`config.mk`:
```
export PLATFORM = sky130hd
export DESIGN_NAME = multi_flex_counter
export DESIGN_NICKNAME = d
export VERILOG_FILES = /design/src/rtl/multi_flex_counter.sv
export SDC_FILE = /design/constraint.sdc
export NUM_CORES = 1
export LEC_CHECK = 0
export ABC_CLOCK_PERIOD_IN_PS = 5300
export BUFFER_PORTS_ARGS = -buffer_cell sky130_fd_sc_hd__buf_2
export CAP_MARGIN = 30
export CORE_ASPECT_RATIO = 1.1
export CORE_MARGIN = 4
export CORE_UTILIZATION = 50
export CTS_CLUSTER_DIAMETER = 100
export DETAILED_ROUTE_END_ITERATION = 10
export PLACE_DENSITY = 0.67
export SYNTH_ARGS = -nofsm -noshare
export SYNTH_HDL_FRONTEND = slang
export SYNTH_SLANG_ARGS = --single-unit
```
`constraint.sdc`:
```
create_clock -name CLK -period 5.3 [get_ports CLK]
set_input_delay 0.265 -clock CLK [delete_from_list [all_inputs] [get_ports CLK]]
set_output_delay 0.265 -clock CLK [all_outputs]
set_load 0.005 [all_outputs]
```
`src/rtl/multi_flex_counter.sv`:
```
// Multi-channel programmable-step counter with per-channel wrap (up/down) or bounce mode.
// Each channel emits a registered one-cycle pulse whenever it wraps or turns around.
module multi_flex_counter #(
    parameter int NUM_CH = 4,
    parameter int WIDTH  = 8,
    parameter int STEP_W = 2
) (
    input  logic                      CLK,
    input  logic                      nRST,
    input  logic [NUM_CH-1:0]         en,
    input  logic [NUM_CH-1:0]         clear,
    input  logic [NUM_CH-1:0]         mode,
    input  logic [NUM_CH-1:0]         dir,
    input  logic [NUM_CH*STEP_W-1:0]  step,
    input  logic [NUM_CH*WIDTH-1:0]   rollover_val,
    output logic [NUM_CH*WIDTH-1:0]   count,
    output logic [NUM_CH-1:0]         rollover_flag,
    output logic [NUM_CH-1:0]         dir_out
);

    for (genvar i = 0; i < NUM_CH; i++) begin : g_ch
        logic [WIDTH-1:0] count_q, count_d;
        logic             dir_q, dir_d;
        logic             flag_q, flag_d;
        logic [WIDTH:0]   r_ext, c_ext, s_ext, sum_ext, diff_ext;

        // One extra bit so count+step can never overflow the compare.
        assign r_ext    = {1'b0, rollover_val[i*WIDTH +: WIDTH]};
        assign c_ext    = {1'b0, count_q};
        assign s_ext    = (WIDTH+1)'(step[i*STEP_W +: STEP_W]);
        assign sum_ext  = c_ext + s_ext;
        assign diff_ext = c_ext - s_ext;

        always_comb begin
            count_d = count_q;
            dir_d   = dir_q;
            flag_d  = 1'b0;
            if (clear[i]) begin
                count_d = '0;
                dir_d   = 1'b1;
            end else if (!en[i] || (s_ext == '0)) begin
                count_d = count_q;
            end else if (c_ext > r_ext) begin
                // Rollover value lowered below the current count.
                count_d = '0;
                dir_d   = 1'b1;
                flag_d  = 1'b1;
            end else if (!mode[i]) begin
                if (dir[i]) begin
                    if (sum_ext > r_ext) begin
                        count_d = '0;
                        flag_d  = 1'b1;
                    end else begin
                        count_d = sum_ext[WIDTH-1:0];
                    end
                end else begin
                    if (c_ext < s_ext) begin
                        count_d = r_ext[WIDTH-1:0];
                        flag_d  = 1'b1;
                    end else begin
                        count_d = diff_ext[WIDTH-1:0];
                    end
                end
            end else begin
                if (dir_q) begin
                    if (sum_ext >= r_ext) begin
                        count_d = r_ext[WIDTH-1:0];
                        dir_d   = 1'b0;
                        flag_d  = 1'b1;
                    end else begin
                        count_d = sum_ext[WIDTH-1:0];
                    end
                end else begin
                    if (c_ext <= s_ext) begin
                        count_d = '0;
                        dir_d   = 1'b1;
                        flag_d  = 1'b1;
                    end else begin
                        count_d = diff_ext[WIDTH-1:0];
                    end
                end
            end
        end

        always_ff @(posedge CLK or negedge nRST) begin
            if (!nRST) begin
                count_q <= '0;
                dir_q   <= 1'b1;
                flag_q  <= 1'b0;
            end else begin
                count_q <= count_d;
                dir_q   <= dir_d;
                flag_q  <= flag_d;
            end
        end

        assign count[i*WIDTH +: WIDTH] = count_q;
        assign rollover_flag[i]        = flag_q;
        assign dir_out[i]              = mode[i] ? dir_q : dir[i];
    end

endmodule

```
# Word-level counts from Yosys, hierarchy flattened
# Cells that the tools add are included.
word_totals:
  elab_cells: 172
  input_bits: 58
  out_inout_bits: 40
  regBits: 40
op_classes:
  n_reduce_logical: 20
  addsub: 8
  n_lt_le_gt_ge: 20
  n_mux: 108
  eq_ne: 4
ops:
  columns: ["operator", "n"]
  rows:
  - ["8-bit 2-to-1 mux", 40]
  - ["1-bit 2-to-1 mux", 68]
  - ["8-bit by 2-bit adder with 9-bit output", 4]
  - ["9-bit by 8-bit >= comparator with 1-bit output", 4]
  - ["9-bit by 8-bit greater-than comparator with 1-bit output", 4]
  - ["9-bit logical NOT", 4]
  - ["8-bit greater-than comparator", 4]
  - ["8-bit by 2-bit <= comparator with 1-bit output", 4]
  - ["8-bit by 2-bit less-than comparator with 1-bit output", 4]
  - ["8-bit by 2-bit subtractor with 8-bit output", 4]
  - ["3-bit nonzero test", 4]
  - ["2-bit != test, second input constant", 4]
  - ["2-bit AND reduction", 4]
  - ["1-bit logical NOT", 4]
  - ["1-bit logical OR", 4]

# Depth between registers and ports, before layout
# Gate-level depths: netlist of run 1.
logic_depth:
  word_depth: 8
  mapped_depth: 14
  ltp_nobuf: 13

# Worst setup path before layout of run 1
# OpenSTA, ideal clock, no wires.
synth_path:
  path_kind: "register to register"
  startpoint: "reg g_ch[0].count_q[0]"
  endpoint: "reg g_ch[0].count_q[1]"
  path_stages_with_launch: 12
  t_arrival_ns: 3.124
  slack_ns: 2.054
  t_required_ns: 5.178
  synth_period_minus_slack_ns: 3.246
  n_path_buf: 0
  cell_sequence: "dfrtp_1 > ha_1 > fa_1 > and3_1 > xor2_1 > ha_1 > and3_1 > o21ai_0 > a31oi_1 > a21oi_1 > a221o_1 > a32o_1"
synth_via:
  elab_chain_cells: 8
  elab_cells_between_ends: 17
  classes_between: "add/sub: 2; order compare: 5; mux: 10"
synth_lines:
  columns: ["element", "line_no", "text"]
  rows:
  - ["from (decl)", "22", "logic [WIDTH-1:0] count_q, count_d;"]
  - ["from (signal assigned)", "91", "count_q <= count_d;"]
  - ["8-bit by 2-bit adder with 9-bit output", "31", "assign sum_ext = c_ext + s_ext;"]
  - ["9-bit by 8-bit greater-than comparator with 1-bit output or 9-bit by 8-bit >= comparator with 1-bit output (tied branches)", "50, 66", null]
  - ["8-bit 2-to-1 mux, on equally long branches", "50, 66", null]
  - ["8-bit 2-to-1 mux, on equally long branches", "49, 65", null]
  - ["8-bit 2-to-1 mux", "48", "end else if (!mode[i]) begin"]
  - ["8-bit 2-to-1 mux (*)", "43", "end else if (c_ext > r_ext) begin"]
  - ["8-bit 2-to-1 mux (*)", "41", "end else if (!en[i] || (s_ext == '0)) begin"]
  - ["8-bit 2-to-1 mux (*)", "38", "if (clear[i]) begin"]
# Every way passes the cells marked *; elsewhere a longest branch is shown, timed or not. The select of a mux whose other input is x is not followed.
# A chain may end at the register's enable or synchronous reset.

# Worst setup path in the final report of run 1
layout_path:
  startpoint: "reg g_ch[1].count_q[1]"
  endpoint: "reg g_ch[1].count_q[6]"
layout_via:
  elab_chain_cells: 8
  elab_cells_between_ends: 17
  classes_between: "add/sub: 2; order compare: 5; mux: 10"
layout_lines:
  columns: ["element", "line_no"]
  rows:
  - ["from (decl)", "22"]
  - ["from (signal assigned)", "91"]
  - ["8-bit by 2-bit adder with 9-bit output", "31"]
  - ["9-bit by 8-bit greater-than comparator with 1-bit output or 9-bit by 8-bit >= comparator with 1-bit output (tied branches)", "50, 66"]
  - ["8-bit 2-to-1 mux, on equally long branches", "50, 66"]
  - ["8-bit 2-to-1 mux, on equally long branches", "49, 65"]
  - ["8-bit 2-to-1 mux", "48"]
  - ["8-bit 2-to-1 mux (*)", "43"]
  - ["8-bit 2-to-1 mux (*)", "41"]
  - ["8-bit 2-to-1 mux (*)", "38"]
# Marked as above.

==> results.cfg, run 1 <==
[placed_design]
placed_area_um2 = 7390
dp_hpwl_mm = 17.2
place.port_buffers = 97
globalplace.congestion = 0.997

[floorplanning]
dieArea_um2 = 15800
die_y_um = 131
die_w_um = 120
rows = 44
start_util_pct = 51.8
io_pins = 98
fp.coreArea_um2 = 13400

[hold_path]
hold_class = in2reg

[clock_tree]
clkTransAtPathRegs_ns = 0.07
clockBufferDepth = 2
tritoncts = yes
htree_levels = 2
ctsResizeCount = 0
ctsHoldBuffers = 1
clockRootBuffer = clkbuf_16
numCtsBuffers = 5
clock_latency_ns = 0.28
cts_setup_buffers = 0
cts_sinks = 40

[sta]
setup_viol = 0
finalHoldViolCount = 0
min_period_over_period_pct = 74.5
fin_crit_ns = 3.95
relSlewSlack_pct = 43.0
finClkSkew_ns = 0.00898
tns_ns = 0
worst_pin_slew_ns = 0.854
fmax_mhz = 253
final_max_slew_viol_count = 0
rsz0062_at_grt = false

[drt]
drc = 0
drt_iter0_drc = 785
vias_per_cell = 6.62
routed_wl_mm = 22.5
wl_per_cell_um = 19.5
drt-pass1-iter-count = 5
postRouteAntennaNets = 0
vias = 7650

[worst_setup_path]
worst_setup_path_end_kind = flip-flop
cp_max_fo = 7
worstPathArrival_ns = 4.08
cp.required_ns = 5.43
path_class = reg2reg
startpoint_type = flip-flop

[yosys]
avgSynthCellArea_um2 = 7.53
ys_warn_count = 0
synth_commonest_cells = 80 x ha_1, 67 x a21oi_1, 66 x inv_1, 65 x o21ai_0, 63 x nor2_1
yosysUniqueCellTypes = 77
synth.most_common_cell = ha_1
ys_seq_area_share_pct = 14.5
synthFlopType = dfrtp_1
synth-seq-cells = 40
synth_area_leaders = ha_1 14%, dfrtp_1 13%, a21oi_1 4.8%, o21ai_0 4.7%, inv_1 3.6%
yosys.area.top_type_share_pct = 14.4
syn_nets = 1066
yosys.area.top_type = ha_1
postSynth.asyncResetShare_pct = 100
syn-cell-area_um2 = 6930
synth-edff-count = 0
syn_inst = 920

[cells_and_area]
fillers = 1326
nets = 1116
diodes = 0
drive_above_1_share_pct = 13.1
final_area_um2 = 7550
synthToLayoutAreaGrowth_pct = 8.94

[pwr]
p_per_area_nw_per_um2 = 202
leakagePower_uw = 0.00365
vdd_ir_drop_max_v = 0.000130

[global_route]
antenna_found_initial = 0
grtUsageTotal_pct = 27.9
grt_first_pass_wirelength_mm = 36.9
grt_max_degree = 32
overflow = 0
grt_pass1_vias = 7227

[outcome]
status = finished clean

[job]
drv_cap = 0
final timing paths:
check / start / to / slack [ns] / cells past startpoint
max: g_ch[1].count_q[1] / g_ch[1].count_q[6] / 1.35 / 11
min: clear[2] / g_ch[2].flag_q / 0.24 / 2
max reg2reg: g_ch[1].count_q[1] / g_ch[1].count_q[6] / 1.35 / 11
min reg2reg: g_ch[3].count_q[0] / g_ch[3].count_q[0] / 0.57 / 2
max in group asynchronous: nRST / g_ch[3].dir_q / 4.32 / 3
min in group asynchronous: nRST / g_ch[1].count_q[6] / 0.42 / 2
cell families (layout without fill, tap and decap cells):
group,after synthesis,after routing,share of synthesized area (%)
AO/OA/AOI/OAI,333,333,33.6
AND/OR/NAND/NOR,289,289,21.3
buffers and inverters,123,174,7.62
adder cells (fa/ha/maj),88,88,16.8
flip-flops,40,40,14.5
XOR/XNOR,39,39,4.93
multiplexers,8,8,1.25
state kept, by name, summed over array words and instances, names as in the netlist:
name          flops
g_ch.count_q     32
g_ch.flag_q       4
g_ch.dir_q        4
cells in the final DEF, fill, tap and decap left out, types with 9 or more instances in the layout:
master    instances
a211o_1          12
a211oi_1         26
a21o_1           12
a21oi_1          67
a221o_1           9
a221oi_1         11
a31oi_1          13
and3_1           20
buf_2            97
dfrtp_1          36
ha_1             80
inv_1            66
nand2_1          61
nand2b_1         13
nand3_1          25
nor2_1           63
nor2b_1          15
nor3_1           26
nor4_1           14
o211ai_1         13
o21a_1           12
o21ai_0          65
o31ai_1          10
or3_1            13
xnor2_1          24
xor2_1           15
per-layer routing:
layer / global-route usage (%) / routed length [µm]
met1: 39.2 / 9560
met2: 43.5 / 10200
met3: 4.21 / 1930
met4: 10.2 / 772
met5: 0 / 0
report_power, final:
part           switching, µW  leakage [µW]  internal [µW]
logic                    483       0.00305            331
registers               71.8      0.000532            327
clock network            124     0.0000712            188
final cells by class:
type	instances	area [µm²]	share of cell area, %
clock buffer	8	146	1.94
inverter	66	248	3.28
multi-input combinational	757	5390	71.5
sequential	40	1010	13.3
tap	184	230	3.05
timing repair buffer	100	523	6.93
stage by stage:
stage | util [%] | hold slack (ns) | worst slack [ns] | total power, µW | cells
final | 56.4 | 0.244 | 1.35 | 1520 | 1155
after global routing | 56.4 | 0.246 | 1.00 | 1640 | 1155
after CTS | 56.4 | 0.236 | 1.43 | 1510 | 1155
after detailed placement | 55.2 | 0.182 | 1.40 | 1200 | 1146
after global placement | 55.1 | 0.494 | 1.51 | 1200 | 1145
after floorplan | - | -0.0306 | 2.05 | 975 | 920
worst max-delay path, stage by stage, from the launching register on:
cell       delay, ns
dfrtp_1         0.48
ha_1            0.36
nor2b_1         0.23
o21ai_0         0.13
xnor2_1         0.34
ha_1            0.33
a21o_1          0.17
a21oi_1         0.23
a21oi_1         0.13
nor3b_1         0.73
a21oi_1         0.16
a2111oi_0       0.49
(Power assumes the default switching activity.)
==> run 2: changes to the inputs <==
ABC_AREA = 1   (was unset)
ABC_CLOCK_PERIOD_IN_PS = 3400   (was 5300)
PLACE_DENSITY = 0.7   (was 0.67)
clock period = 3.4 ns   (was 5.3 ns; I/O delays follow)
==> run 2 against run 1 <==
Hold slack worse by 0.082 ns. Critical path type unchanged. Sequential power rose by 80%. Die area up 4.5%. Cell area is 6.7% higher. Routed wire length down 1.1%. Largest cell class unchanged. First-iteration DRC count shrank 9.6%. Combinational power rose to 2.5 times the previous value.
==> results.cfg, run 2 <==
[drt]
drc = 0
drt_iter0_drc = 710
vias_per_cell = 5.49
drt-pass1-iter-count = 6
wl_per_cell_um = 15.0
postRouteAntennaNets = 0
vias = 8125
routed_wl_mm = 22.2

[sta]
worst_pin_slew_ns = 0.556
setup_viol = 0
fmax_mhz = 321
fin_crit_ns = 3.11
relSlewSlack_pct = 62.9
tns_ns = 0
min_period_over_period_pct = 91.6
finClkSkew_ns = 0.00571
final_max_slew_viol_count = 0
hold_ws_ns = 0.163
finalHoldViolCount = 0
rsz0062_at_grt = false

[worst_setup_path]
worstPathArrival_ns = 3.29
startpoint_type = flip-flop
path_class = reg2reg
cp_max_fo = 15
worst_setup_path_end_kind = flip-flop
cp.required_ns = 3.58

[yosys]
synth_area_leaders = nand2_1 20%, ha_1 14%, dfrtp_1 12%, nand3_1 11%, inv_1 9.4%
ys_seq_area_share_pct = 13.9
yosysUniqueCellTypes = 42
postSynth.asyncResetShare_pct = 100
synth-seq-cells = 40
syn_nets = 1355
avgSynthCellArea_um2 = 6.01
yosys.area.top_type = nand2_1
yosys.area.top_type_share_pct = 20.1
synth.most_common_cell = nand2_1
syn-cell-area_um2 = 7260
ys_warn_count = 0
synthFlopType = dfrtp_1
syn_inst = 1209
synth-edff-count = 0
synth_commonest_cells = 388 x nand2_1, 182 x inv_1, 162 x nand3_1, 80 x ha_1, 72 x nor2_1

[outcome]
status = finished clean

[clock_tree]
tritoncts = yes
clockBufferDepth = 2
clock_latency_ns = 0.29
clkTransAtPathRegs_ns = 0.06
cts_setup_buffers = 0
htree_levels = 2
numCtsBuffers = 5
cts_sinks = 40
clockRootBuffer = clkbuf_16

[global_route]
overflow = 0
grt_max_degree = 33
grt_pass1_vias = 7365
antenna_found_initial = 0
grtUsageTotal_pct = 26.7
grt_first_pass_wirelength_mm = 35.9

[cells_and_area]
stdcell_count = 1481
final_cell_mix = 388 x nand2_1, 182 x inv_1, 162 x nand3_1, 97 x buf_2, 80 x ha_1
nets = 1438
post-route-util_pct = 57.4
drive_above_1_share_pct = 14.7
synthToLayoutAreaGrowth_pct = 10.9
top_register = g_ch.count_q
fillers = 1427
top_regs = g_ch.count_q (32), g_ch.dir_q (4), g_ch.flag_q (4)
largest_register_ffs = 32
diodes = 0
layout_commonest_cell = nand2_1

[floorplanning]
dieArea_um2 = 16500
die_y_um = 134
rows = 45
io_pins = 98
die_w_um = 123
fp.coreArea_um2 = 14000
start_util_pct = 51.8

[pwr]
leakagePower_uw = 0.00478
p_per_area_nw_per_um2 = 416
vdd_ir_drop_max_v = 0.000225

[placed_design]
dp.cells = 1472
place.port_buffers = 97
globalplace.congestion = 1.01
dp_hpwl_mm = 17.5

[job]
drv_cap = 0

[hold_path]
hold_class = in2reg
[run 2: power breakdown]
| part | switching (µW) | internal, µW |
|---|---|---|
| sequential | 170 | 548 |
| clock | 206 | 387 |
| combinational | 1320 | 719 |
| total | 1700 | 1650 |
[run 2: layout make-up]
cell class              instances  area [µm²]  share of cell area [%]
multi-input cells             944        5320                    66.1
flip-flops and latches         40        1010                    12.5
inverters                     193         724                    9.00
repair buffers                108         583                    7.24
well taps                     188         235                    2.92
clock buffers                   7         153                    1.90
clock inverters                 1        30.0                   0.373
[run 2: cells by family (layout without fill, tap and decap cells)]
| kind of cell | after synthesis | count (layout) | synth area share [%] |
|---|---|---|---|
| AND/OR/NAND/NOR | 699 | 699 | 43.7 |
| buffers and inverters | 225 | 309 | 13.0 |
| AO/OA/AOI/OAI | 133 | 133 | 10.5 |
| adder cells (fa/ha/maj) | 88 | 88 | 16.0 |
| flip-flops | 40 | 40 | 13.9 |
| XOR/XNOR | 24 | 24 | 2.89 |
[run 2: layer usage]
| layer | vias up | part of all wire (%) | track usage (%) |
|---|---|---|---|
| li1 | 4043 | - | - |
| met1 | 3652 | 44 | 36.8 |
| met2 | 365 | 46 | 42.9 |
| met3 | 65 | 7.9 | 3.54 |
| met4 | 0 | 2.9 | 9.15 |
| met5 | - | 0 | 0 |
[run 2: final timing paths]
kind | from | to | slack, ns | cells past startpoint
setup / recovery | g_ch[0].count_q[1] | g_ch[0].count_q[5] | 0.29 | 17
hold reg to reg | g_ch[3].count_q[0] | g_ch[3].count_q[0] | 0.54 | 2
max in group asynchronous | nRST | g_ch[0].dir_q | 2.59 | 3
setup reg to reg | g_ch[0].count_q[1] | g_ch[0].count_q[5] | 0.29 | 17
min in group asynchronous | nRST | g_ch[2].count_q[4] | 0.27 | 2
hold / removal | clear[1] | g_ch[1].flag_q | 0.16 | 4
[run 2: critical path, stage by stage (launching register included)]
cell	delay, ns
dfrtp_1	0.51
ha_1	0.29
inv_1	0.12
nand3_1	0.08
nand2_1	0.14
nand3_1	0.14
o21ai_1	0.33
ha_1	0.31
nand2_1	0.07
nand2_1	0.06
nor2_2	0.16
nand3_4	0.23
nor2_1	0.24
nand2_1	0.08
nand3_1	0.08
nand2_1	0.05
nand2_1	0.07
nand2_1	0.05
[run 2: what timing repair did]
item	CTS	global route
gates resized for setup	0	1
endpoints found under the setup margin	0	2
hold buffers	1	0
hold endpoints to repair	8	0
[run 2: per-stage QoR]
| stage | total power (µW) | cell area (µm²) | setup WS [ns] |
|---|---|---|---|
| global route | 3660 | 8050 | 0.0139 |
| finish | 3350 | 8050 | 0.287 |
| global placement | 2710 | 7830 | 0.346 |
| detailed placement | 2720 | 7850 | 0.323 |
| CTS | 3330 | 8040 | 0.303 |
| floorplan | 2210 | 7260 | 0.669 |
